File: config.mk
export PLATFORM = sky130hd
export DESIGN_NAME = fp_div_gen
export DESIGN_NICKNAME = d
export VERILOG_FILES = /design/src/rtl/fp_div_gen_pkg.sv /design/src/rtl/fp_div_gen_round.sv /design/src/rtl/fp_div_gen.sv
export SDC_FILE = /design/constraint.sdc
export NUM_CORES = 1
export LEC_CHECK = 0
export CORE_MARGIN = 1.5
export CORE_UTILIZATION = 45
export CTS_BUF_LIST = sky130_fd_sc_hd__clkbuf_2
export CTS_CLUSTER_SIZE = 8
export DETAILED_ROUTE_END_ITERATION = 10
export PLACE_DENSITY = 0.72
export SLEW_MARGIN = 40
export SYNTH_ARGS = -nofsm -noshare
export SYNTH_HDL_FRONTEND = slang
export SYNTH_SLANG_ARGS = --single-unit
File: constraint.sdc
create_clock -name clk -period 16.8 [get_ports clk]
set_clock_uncertainty 0.05 [all_clocks]
set_input_delay 3.36 -clock clk [delete_from_list [all_inputs] [get_ports clk]]
set_output_delay 3.36 -clock clk [all_outputs]
set_load 0.03 [all_outputs]
File: src/rtl/fp_div_gen_pkg.sv
// Shared types and width helpers for the parametrised FP divider.
// Rounding modes, FSM encodings, flag bit positions, exponent bounds.
package fp_div_gen_pkg;

   typedef enum logic [1:0] {
      RM_RNE = 2'd0,
      RM_RTZ = 2'd1,
      RM_RUP = 2'd2,
      RM_RDN = 2'd3
   } rm_e;

   localparam logic [2:0] S_IDLE   = 3'd0;
   localparam logic [2:0] S_PREP   = 3'd1;
   localparam logic [2:0] S_DIV    = 3'd2;
   localparam logic [2:0] S_NORM   = 3'd3;
   localparam logic [2:0] S_DENORM = 3'd4;
   localparam logic [2:0] S_ROUND  = 3'd5;
   localparam logic [2:0] S_PACK   = 3'd6;
   localparam logic [2:0] S_HOLD   = 3'd7;

   localparam int FLG_NV = 4;
   localparam int FLG_DZ = 3;
   localparam int FLG_OF = 2;
   localparam int FLG_UF = 1;
   localparam int FLG_NX = 0;

   function automatic int fp_bias(input int exp_w);
      return (1 << (exp_w - 1)) - 1;
   endfunction

   function automatic int fp_emin(input int exp_w);
      return 1 - fp_bias(exp_w);
   endfunction

   function automatic int fp_emax(input int exp_w);
      return fp_bias(exp_w);
   endfunction

endpackage

File: src/rtl/fp_div_gen_round.sv
// fp_round_mode: rounds a significand using guard/round/sticky bits.
// Purely combinational; shared by the divide, add and multiply units.
module fp_round_mode
   import fp_div_gen_pkg::*;
#(
   parameter int SIG_W = 53
) (
   input  logic [SIG_W-1:0] sig,
   input  logic             g,
   input  logic             r,
   input  logic             s,
   input  logic             sign,
   input  logic [1:0]       rm,
   output logic [SIG_W-1:0] sig_out,
   output logic             carry,
   output logic             inexact
);

   logic inc;
   logic any;

   // Decide the increment from the mode, then add it in.
   always_comb begin
      inc = 1'b0;
      any = g | r | s;
      unique case (rm_e'(rm))
         RM_RNE:  inc = g & (r | s | sig[0]);
         RM_RTZ:  inc = 1'b0;
         RM_RUP:  inc = ~sign & any;
         RM_RDN:  inc = sign & any;
         default: inc = 1'b0;
      endcase
      {carry, sig_out} = {1'b0, sig} + {{SIG_W{1'b0}}, inc};
      inexact = any;
   end

endmodule

File: src/rtl/fp_div_gen.sv
// fp_div_gen: multi-cycle IEEE-754 divider, restoring, one bit per cycle.
// FP_DIV_GEN_SUBNORMAL_EN enables subnormal inputs/results (else DAZ/FTZ).
module fp_div_gen
   import fp_div_gen_pkg::*;
#(
   parameter int EXP_W  = 11,
   parameter int FRAC_W = 52
) (
   input  logic                      clk,
   input  logic                      rst,
   input  logic                      in_valid,
   output logic                      in_ready,
   input  logic [EXP_W+FRAC_W:0]     fp_a,
   input  logic [EXP_W+FRAC_W:0]     fp_b,
   input  logic [1:0]                rm,
   output logic                      out_valid,
   input  logic                      out_ready,
   output logic [EXP_W+FRAC_W:0]     fp_out,
   output logic [4:0]                flags
);

   localparam int W  = 1 + EXP_W + FRAC_W;
   localparam int XW = EXP_W + 3;
   localparam int QW = FRAC_W + 4;
   localparam int CW = $clog2(QW + 1);

   localparam logic signed [XW-1:0] ONE_X  = XW'(1);
   localparam logic signed [XW-1:0] BIAS_X = XW'(fp_bias(EXP_W));
   localparam logic signed [XW-1:0] EMIN_X = XW'(fp_emin(EXP_W) + fp_bias(EXP_W));
   localparam logic signed [XW-1:0] EMAX_X = XW'(fp_emax(EXP_W) + fp_bias(EXP_W));
   localparam logic signed [XW-1:0] DEN_X  = XW'(fp_emin(EXP_W) + fp_bias(EXP_W) - 1);
   localparam logic [CW-1:0]        LAST   = CW'(QW - 1);

   logic [2:0]             state;
   logic [W-1:0]           a_r, b_r;
   logic [1:0]             rm_r;
   logic                   sign_r;
   logic signed [XW-1:0]   exp_r;
   logic [FRAC_W+1:0]      rem_r;
   logic [FRAC_W:0]        mb_r;
   logic [QW-1:0]          q_r;
   logic [CW-1:0]          cnt_r;
   logic                   sticky_r, tiny_r, inexact_r, special_r;
   logic [FRAC_W-1:0]      frac_r;
   logic [W-1:0]           spec_out_r;
   logic [4:0]             spec_flg_r;

   logic                   sa, sb;
   logic [EXP_W-1:0]       ea, eb;
   logic [FRAC_W-1:0]      fa, fb;
   logic                   a_nan, b_nan, a_snan, b_snan;
   logic                   a_inf, b_inf, a_zero, b_zero;
   logic [FRAC_W:0]        sig_a, sig_b;
   logic signed [XW-1:0]   xa, xb, exp_q;
   logic                   spec_hit;
   logic [W-1:0]           spec_val;
   logic [4:0]             spec_flg;
   logic                   rem_ge;
   logic [FRAC_W+1:0]      rem_keep, rem_nx;
   logic                   tiny_c;
   logic [FRAC_W:0]        rnd_sig;
   logic                   rnd_cy, rnd_nx;
   logic [W-1:0]           pack_out;
   logic [4:0]             pack_flg;
   logic                   ovf_inf;

   assign {sa, ea, fa} = a_r;
   assign {sb, eb, fb} = b_r;

   assign a_nan  = (&ea) & (|fa);
   assign b_nan  = (&eb) & (|fb);
   assign a_snan = a_nan & ~fa[FRAC_W-1];
   assign b_snan = b_nan & ~fb[FRAC_W-1];
   assign a_inf  = (&ea) & ~(|fa);
   assign b_inf  = (&eb) & ~(|fb);

   assign in_ready  = (state == S_IDLE);
   assign out_valid = (state == S_HOLD);

`ifdef FP_DIV_GEN_SUBNORMAL_EN
   assign a_zero = ~(|ea) & ~(|fa);
   assign b_zero = ~(|eb) & ~(|fb);

   function automatic logic [XW-1:0] lzc(input logic [FRAC_W:0] v);
      logic [XW-1:0] c;
      logic          hit;
      c   = '0;
      hit = 1'b0;
      for (int i = FRAC_W; i >= 0; i--) begin
         if (v[i]) hit = 1'b1;
         else if (!hit) c = c + XW'(1);
      end
      return c;
   endfunction

   logic [XW-1:0] lz_a, lz_b;

   // Normalise subnormal operands so the hidden bit is always set.
   always_comb begin
      lz_a  = lzc({1'b0, fa});
      lz_b  = lzc({1'b0, fb});
      sig_a = {1'b1, fa};
      sig_b = {1'b1, fb};
      xa    = {3'b000, ea};
      xb    = {3'b000, eb};
      if (ea == '0) begin
         sig_a = {1'b0, fa} << lz_a;
         xa    = ONE_X - lz_a;
      end
      if (eb == '0) begin
         sig_b = {1'b0, fb} << lz_b;
         xb    = ONE_X - lz_b;
      end
   end

   localparam logic signed [XW-1:0] SAT_X = XW'(FRAC_W + 3);
   logic signed [XW-1:0] dsh;
   logic [XW-1:0]        sh;
   logic [2*QW-1:0]      ext;

   // Right-shift amount into the subnormal range, saturated.
   always_comb begin
      dsh = EMIN_X - exp_r;
      sh  = (dsh > SAT_X) ? SAT_X : dsh;
      ext = {q_r, {QW{1'b0}}} >> sh;
   end
`else
   assign a_zero = ~(|ea);
   assign b_zero = ~(|eb);

   // Subnormal operands never reach here: they classify as zero.
   always_comb begin
      sig_a = {1'b1, fa};
      sig_b = {1'b1, fb};
      xa    = {3'b000, ea};
      xb    = {3'b000, eb};
   end
`endif

   assign exp_q  = xa - xb + BIAS_X;
   assign tiny_c = exp_r < EMIN_X;

   // Special operand classification, in IEEE priority order.
   always_comb begin
      spec_hit = 1'b1;
      spec_val = '0;
      spec_flg = '0;
      if (a_nan | b_nan) begin
         spec_val = {1'b0, {EXP_W{1'b1}}, 1'b1, {(FRAC_W-1){1'b0}}};
         spec_flg[FLG_NV] = a_snan | b_snan;
      end else if ((a_zero & b_zero) | (a_inf & b_inf)) begin
         spec_val = {1'b0, {EXP_W{1'b1}}, 1'b1, {(FRAC_W-1){1'b0}}};
         spec_flg[FLG_NV] = 1'b1;
      end else if (a_inf) begin
         spec_val = {sa ^ sb, {EXP_W{1'b1}}, {FRAC_W{1'b0}}};
      end else if (b_zero) begin
         spec_val = {sa ^ sb, {EXP_W{1'b1}}, {FRAC_W{1'b0}}};
         spec_flg[FLG_DZ] = 1'b1;
      end else if (a_zero | b_inf) begin
         spec_val = {sa ^ sb, {(W-1){1'b0}}};
      end else begin
         spec_hit = 1'b0;
      end
   end

   // One restoring-division step.
   always_comb begin
      rem_ge   = rem_r >= {1'b0, mb_r};
      rem_keep = rem_ge ? (rem_r - {1'b0, mb_r}) : rem_r;
      rem_nx   = rem_keep << 1;
   end

   fp_round_mode #(.SIG_W(FRAC_W + 1)) u_round (
      .sig     (q_r[QW-1:3]),
      .g       (q_r[2]),
      .r       (q_r[1]),
      .s       (q_r[0] | sticky_r),
      .sign    (sign_r),
      .rm      (rm_r),
      .sig_out (rnd_sig),
      .carry   (rnd_cy),
      .inexact (rnd_nx)
   );

   // Final result selection: special, overflow, flush or normal pack.
   always_comb begin
      ovf_inf  = (rm_e'(rm_r) == RM_RNE)
               | ((rm_e'(rm_r) == RM_RUP) & ~sign_r)
               | ((rm_e'(rm_r) == RM_RDN) & sign_r);
      pack_out = {sign_r, exp_r[EXP_W-1:0], frac_r};
      pack_flg = '0;
      pack_flg[FLG_NX] = inexact_r;
      pack_flg[FLG_UF] = tiny_r & inexact_r;
      if (special_r) begin
         pack_out = spec_out_r;
         pack_flg = spec_flg_r;
      end else if (exp_r > EMAX_X) begin
         pack_out = ovf_inf
                  ? {sign_r, {EXP_W{1'b1}}, {FRAC_W{1'b0}}}
                  : {sign_r, {(EXP_W-1){1'b1}}, 1'b0, {FRAC_W{1'b1}}};
         pack_flg = '0;
         pack_flg[FLG_OF] = 1'b1;
         pack_flg[FLG_NX] = 1'b1;
`ifndef FP_DIV_GEN_SUBNORMAL_EN
      end else if (tiny_r) begin
         pack_out = {sign_r, {(W-1){1'b0}}};
         pack_flg = '0;
         pack_flg[FLG_UF] = 1'b1;
         pack_flg[FLG_NX] = 1'b1;
`endif
      end
   end

   // Control FSM and datapath registers.
   always_ff @(posedge clk or posedge rst) begin
      if (rst) begin
         state      <= S_IDLE;
         a_r        <= '0;
         b_r        <= '0;
         rm_r       <= '0;
         sign_r     <= 1'b0;
         exp_r      <= '0;
         rem_r      <= '0;
         mb_r       <= '0;
         q_r        <= '0;
         cnt_r      <= '0;
         sticky_r   <= 1'b0;
         tiny_r     <= 1'b0;
         inexact_r  <= 1'b0;
         special_r  <= 1'b0;
         frac_r     <= '0;
         spec_out_r <= '0;
         spec_flg_r <= '0;
         fp_out     <= '0;
         flags      <= '0;
      end else begin
         unique case (state)
            S_IDLE: begin
               if (in_valid) begin
                  a_r   <= fp_a;
                  b_r   <= fp_b;
                  rm_r  <= rm;
                  state <= S_PREP;
               end
            end
            S_PREP: begin
               sign_r     <= sa ^ sb;
               exp_r      <= exp_q;
               rem_r      <= {1'b0, sig_a};
               mb_r       <= sig_b;
               q_r        <= '0;
               cnt_r      <= '0;
               sticky_r   <= 1'b0;
               special_r  <= spec_hit;
               spec_out_r <= spec_val;
               spec_flg_r <= spec_flg;
               state      <= spec_hit ? S_PACK : S_DIV;
            end
            S_DIV: begin
               rem_r <= rem_nx;
               q_r   <= {q_r[QW-2:0], rem_ge};
               cnt_r <= cnt_r + CW'(1);
               if (cnt_r == LAST) state <= S_NORM;
            end
            S_NORM: begin
               if (!q_r[QW-1]) begin
                  q_r   <= q_r << 1;
                  exp_r <= exp_r - ONE_X;
               end
               sticky_r <= |rem_r;
               state    <= S_DENORM;
            end
            S_DENORM: begin
               tiny_r <= tiny_c;
`ifdef FP_DIV_GEN_SUBNORMAL_EN
               if (tiny_c) begin
                  q_r      <= ext[2*QW-1:QW];
                  sticky_r <= sticky_r | (|ext[QW-1:0]);
                  exp_r    <= DEN_X;
               end
`endif
               state <= S_ROUND;
            end
            S_ROUND: begin
               inexact_r <= rnd_nx;
               if (rnd_cy) begin
                  frac_r <= '0;
                  exp_r  <= exp_r + ONE_X;
               end else begin
                  frac_r <= rnd_sig[FRAC_W-1:0];
                  if ((exp_r == DEN_X) && rnd_sig[FRAC_W]) exp_r <= EMIN_X;
               end
               state <= S_PACK;
            end
            S_PACK: begin
               fp_out <= pack_out;
               flags  <= pack_flg;
               state  <= S_HOLD;
            end
            S_HOLD: begin
               if (out_ready) state <= S_IDLE;
            end
            default: state <= S_IDLE;
         endcase
      end
   end

endmodule

==> metrics.md <==
| Metric | Value |
|---|---|
| Synth Area in Simple Gates | `18.11%` |
| Synth Warn # | `0` |
| Critical path class | `reg2out` |
| CP max FO | `18` |
| Final setup violation count | `0` |
| Number of enable flip-flop cells after synthesis | `0` |
| Placed cell count | `3464` |
| Total number of vias | `20930` |
| Crit path largest cell delay | `760 ps` |
| Number of buffers and inverters on the critical path | `1` |
| Worst Path Arrival | `3150 ps` |
| Clock power share | `12.0%` |
| Final worst slack | `10240 ps` |
| Static leakage | `12.15 nW` |
| FF/Latch Area | `11190 um^2` |
| Multi-input combinational cell area | `12360 um^2` |
| Num CTS Buffers | `115` |
| Leading area contributor after synthesis | `dfrtp_1` |
| # fillers | `4933` |
| Chip width | `236.6 um` |
| Pre-CTS setup slack | `10550 ps` |
| Largest family of logic cells by synthesized area | `simple AND/OR/NAND/NOR gates` |
| Hold Vio Cnt, Final | `0` |
| Slowest-stage cell, CP | `clkdlybuf4s50_1` |
| Fmax | `152.5 MHz` |
| Synth cell types | `82` |
| Sw Ratio | `49.02%` |
| Worst hold path type | `reg2reg` |
| Xor-xnor portion of the synthesized cell area | `3.995%` |
| Final Critical Period | `6558 ps` |
| Via count of the first global-routing pass | `20370` |
| Post-Layout Cell Count | `3660` |
| Critical Path Start | `state[2]` |
| Compound-Gate Fraction of Synth Area | `17.19%` |
| Setup crit end kind | `primary output` |
| Die H | `236.6 um` |
| Post_cts resized | `0` |
| Net Sw Power | `3.024 mW` |
| Async SR Flop Fraction | `100.0%` |
| P_int | `3.145 mW` |
| Layout Nets | `3098` |
| Critical Path RT | `13390 ps` |
| Final TNS setup | `0 ps` |
| IO Pins | `205` |
| CTS Root Buffer Type | `clkbuf_2` |
| CTS H-tree depth | `3` |
| DR vias/cell | `5.718` |
| Hold_buf cts | `0` |
| Final Routed Wirelength | `65720 um` |
| Post-synth top area share | `45.56%` |
| Initial antenna violation count | `2` |
| Commonest cells post-synth | `nand2_1 (535), dfrtp_1 (447), o21ai_0 (240), a21oi_1 (160), clkbuf_1 (138)` |
| Hold Startpoint | `b_r[31]` |
| FP Rows | `85` |
| Gpl congestion | `0.9064` |
| First-pass GRT wire length | `106600 um` |
| Fraction of layout cells with a size suffix above 1 | `12.57%` |
| Fin crit share | `39.03%` |
| MaxCap Viol Count | `0` |
| Final Core Density | `52.11%` |
| Post-synthesis register bit count | `447` |
| PwrDens | `219.6 nW/um^2` |
| Most used DFF post-synth | `dfrtp_1` |
| RSZ-0062 raised after global routing | `no` |
| Worst rel slew slack | `44.36%` |
| Top-count cell post-synth | `nand2_1` |
| Top area cells in the synthesized netlist | `dfrtp_1 (46%), nand2_1 (8.2%), mux2_2 (6.1%)` |
| Mux cell area share after synthesis | `6.630%` |
| Crit start category | `flop` |
| Reg power frac | `30.0%` |
| Clock-pin transition on the worst setup and hold timing paths | `100 ps` |
| Setup Buffers After CTS | `0` |
| Core area | `53920 um^2` |
| Mapped Nets | `2929` |
| CP delay by family, top | `buffers and inverters` |
| Mapped cell area | `24550 um^2` |
| Syn avg cell area | `9.040 um^2` |
| Overflow after GRT | `0` |
| Final Slew Violations | `0` |
| Worst skew pair latency | `1250 ps` |
| Number of buffers inserted by port buffering | `204` |
| Synthesized instance count | `2716` |
| Outcome | `complete, no violations` |
| Total GRT Usage | `23.53%` |
| Largest net degree at the start of global routing | `128` |
| Initial Util | `45.54%` |
| Worst VDD drop | `0.00009899 V` |
| Mean routed wirelength per cell | `17.96 um` |
| Layout area overhead | `14.43%` |
| Gate power share | `57.9%` |
| Measured slew at the worst slew-check pin | `834.6 ps` |
| Longest Clk Path Bufs | `3` |
| Synth Area in Adders | `4.087%` |
| Sequential-to-total area share from yosys stat | `45.56%` |
| Clock Sinks | `447` |
| DRT Pass-1 Iters | `7` |
| Antenna Nets Post-Route | `0` |
| Finished Cell Area | `28100 um^2` |
| Iteration-0 DRC Markers | `1680` |
| Crit-path cells | `nor2b_1 -> clkdlybuf4s50_1` |
| DRC | `0` |
| Reg2reg start | `rm_r[1]` |
| DIE AREA | `55970 um^2` |
| CTS tree | `built` |
| Area post-placement | `27050 um^2` |
| Setup slack, reg-to-reg | `12240 ps` |
| Post-detail-place hpwl | `46640 um` |
## metal layers
| layer | vias up | track usage, % | wire [um] |
|---|---|---|---|
| li1 | 10000 | - | - |
| met1 | 10100 | 31.34 | 28870 |
| met2 | 696 | 37.84 | 31130 |
| met3 | 135 | 4.803 | 3824 |
| met4 | 0 | 8.838 | 1898 |
| met5 | - | 0 | 0 |
## power by group through the flow
stage / clock network [mW] / logic (mW) / registers [mW]
global placement: 0 / 3.45 / 1.85
CTS: 0.768 / 3.54 / 1.85
floorplan: 0 / 2.54 / 1.86
finish: 0.743 / 3.57 / 1.85
detailed placement: 0 / 3.51 / 1.87
global route: 0.825 / 3.94 / 1.91
## cell families after synthesis
family / Yosys count
AOI/OAI and AO/OA: 689
xor gates and xnor gates: 112
adders and majority gates: 79
buffers and inverters: 276
DFF: 447
muxes: 146
and+or+nand+nor: 967
## sequential cells by signal, summed over array words and instances (netlist names), 5 cells and up
name	count
frac_r	52
mb_r	53
fp_out	64
a_r	64
rem_r	54
b_r	64
cnt_r	6
exp_r	14
flags	5
q_r	56
## worst min-delay path: stages, from the launching register on
cell	delay, ps
dfrtp_1	360
nand2_1	50
o21ai_0	60
## layout make-up
type,instances,share of cell area [%]
multi-input cells,1993,43.99
flip-flops and latches,447,39.81
repair buffers,227,8.074
well taps,696,3.099
clock buffers,158,2.814
inverters,101,1.403
clock inverters,34,0.7749
diodes,4,0.03563
## stage by stage
stage,power (mW),hold WS [ps]
finish,6.170,388.1
global placement,5.293,382.7
floorplan,4.400,367.5
detailed placement,5.381,387.3
global route,6.670,425.1
CTS,6.153,392.3
## placed cells by master, fill, tap and decap left out, types with 13 or more instances in the layout
cell type	n
a21o_1	36
and3_1	50
inv_1	99
clkinv_1	23
clkdlybuf4s50_1	204
ha_1	77
nor4_1	55
nor3_1	28
a21oi_1	160
mux2i_1	13
buf_4	16
xor2_1	54
nand2_1	532
nand3_1	68
mux2_2	133
o21ai_0	240
nor2_1	95
o211ai_1	19
o31ai_1	72
clkbuf_2	158
dfrtp_1	447
a31oi_1	44
nand4_1	47
xnor2_1	58
## final timing paths
check	to	cells past startpoint
max in group asynchronous	exp_r[11]	5
hold / removal	mb_r[31]	2
min in group asynchronous	b_r[6]	2
setup / recovery	in_ready	2
setup reg to reg	exp_r[8]	15
hold reg to reg	mb_r[31]	2
Power figures use the tool's default switching activity.
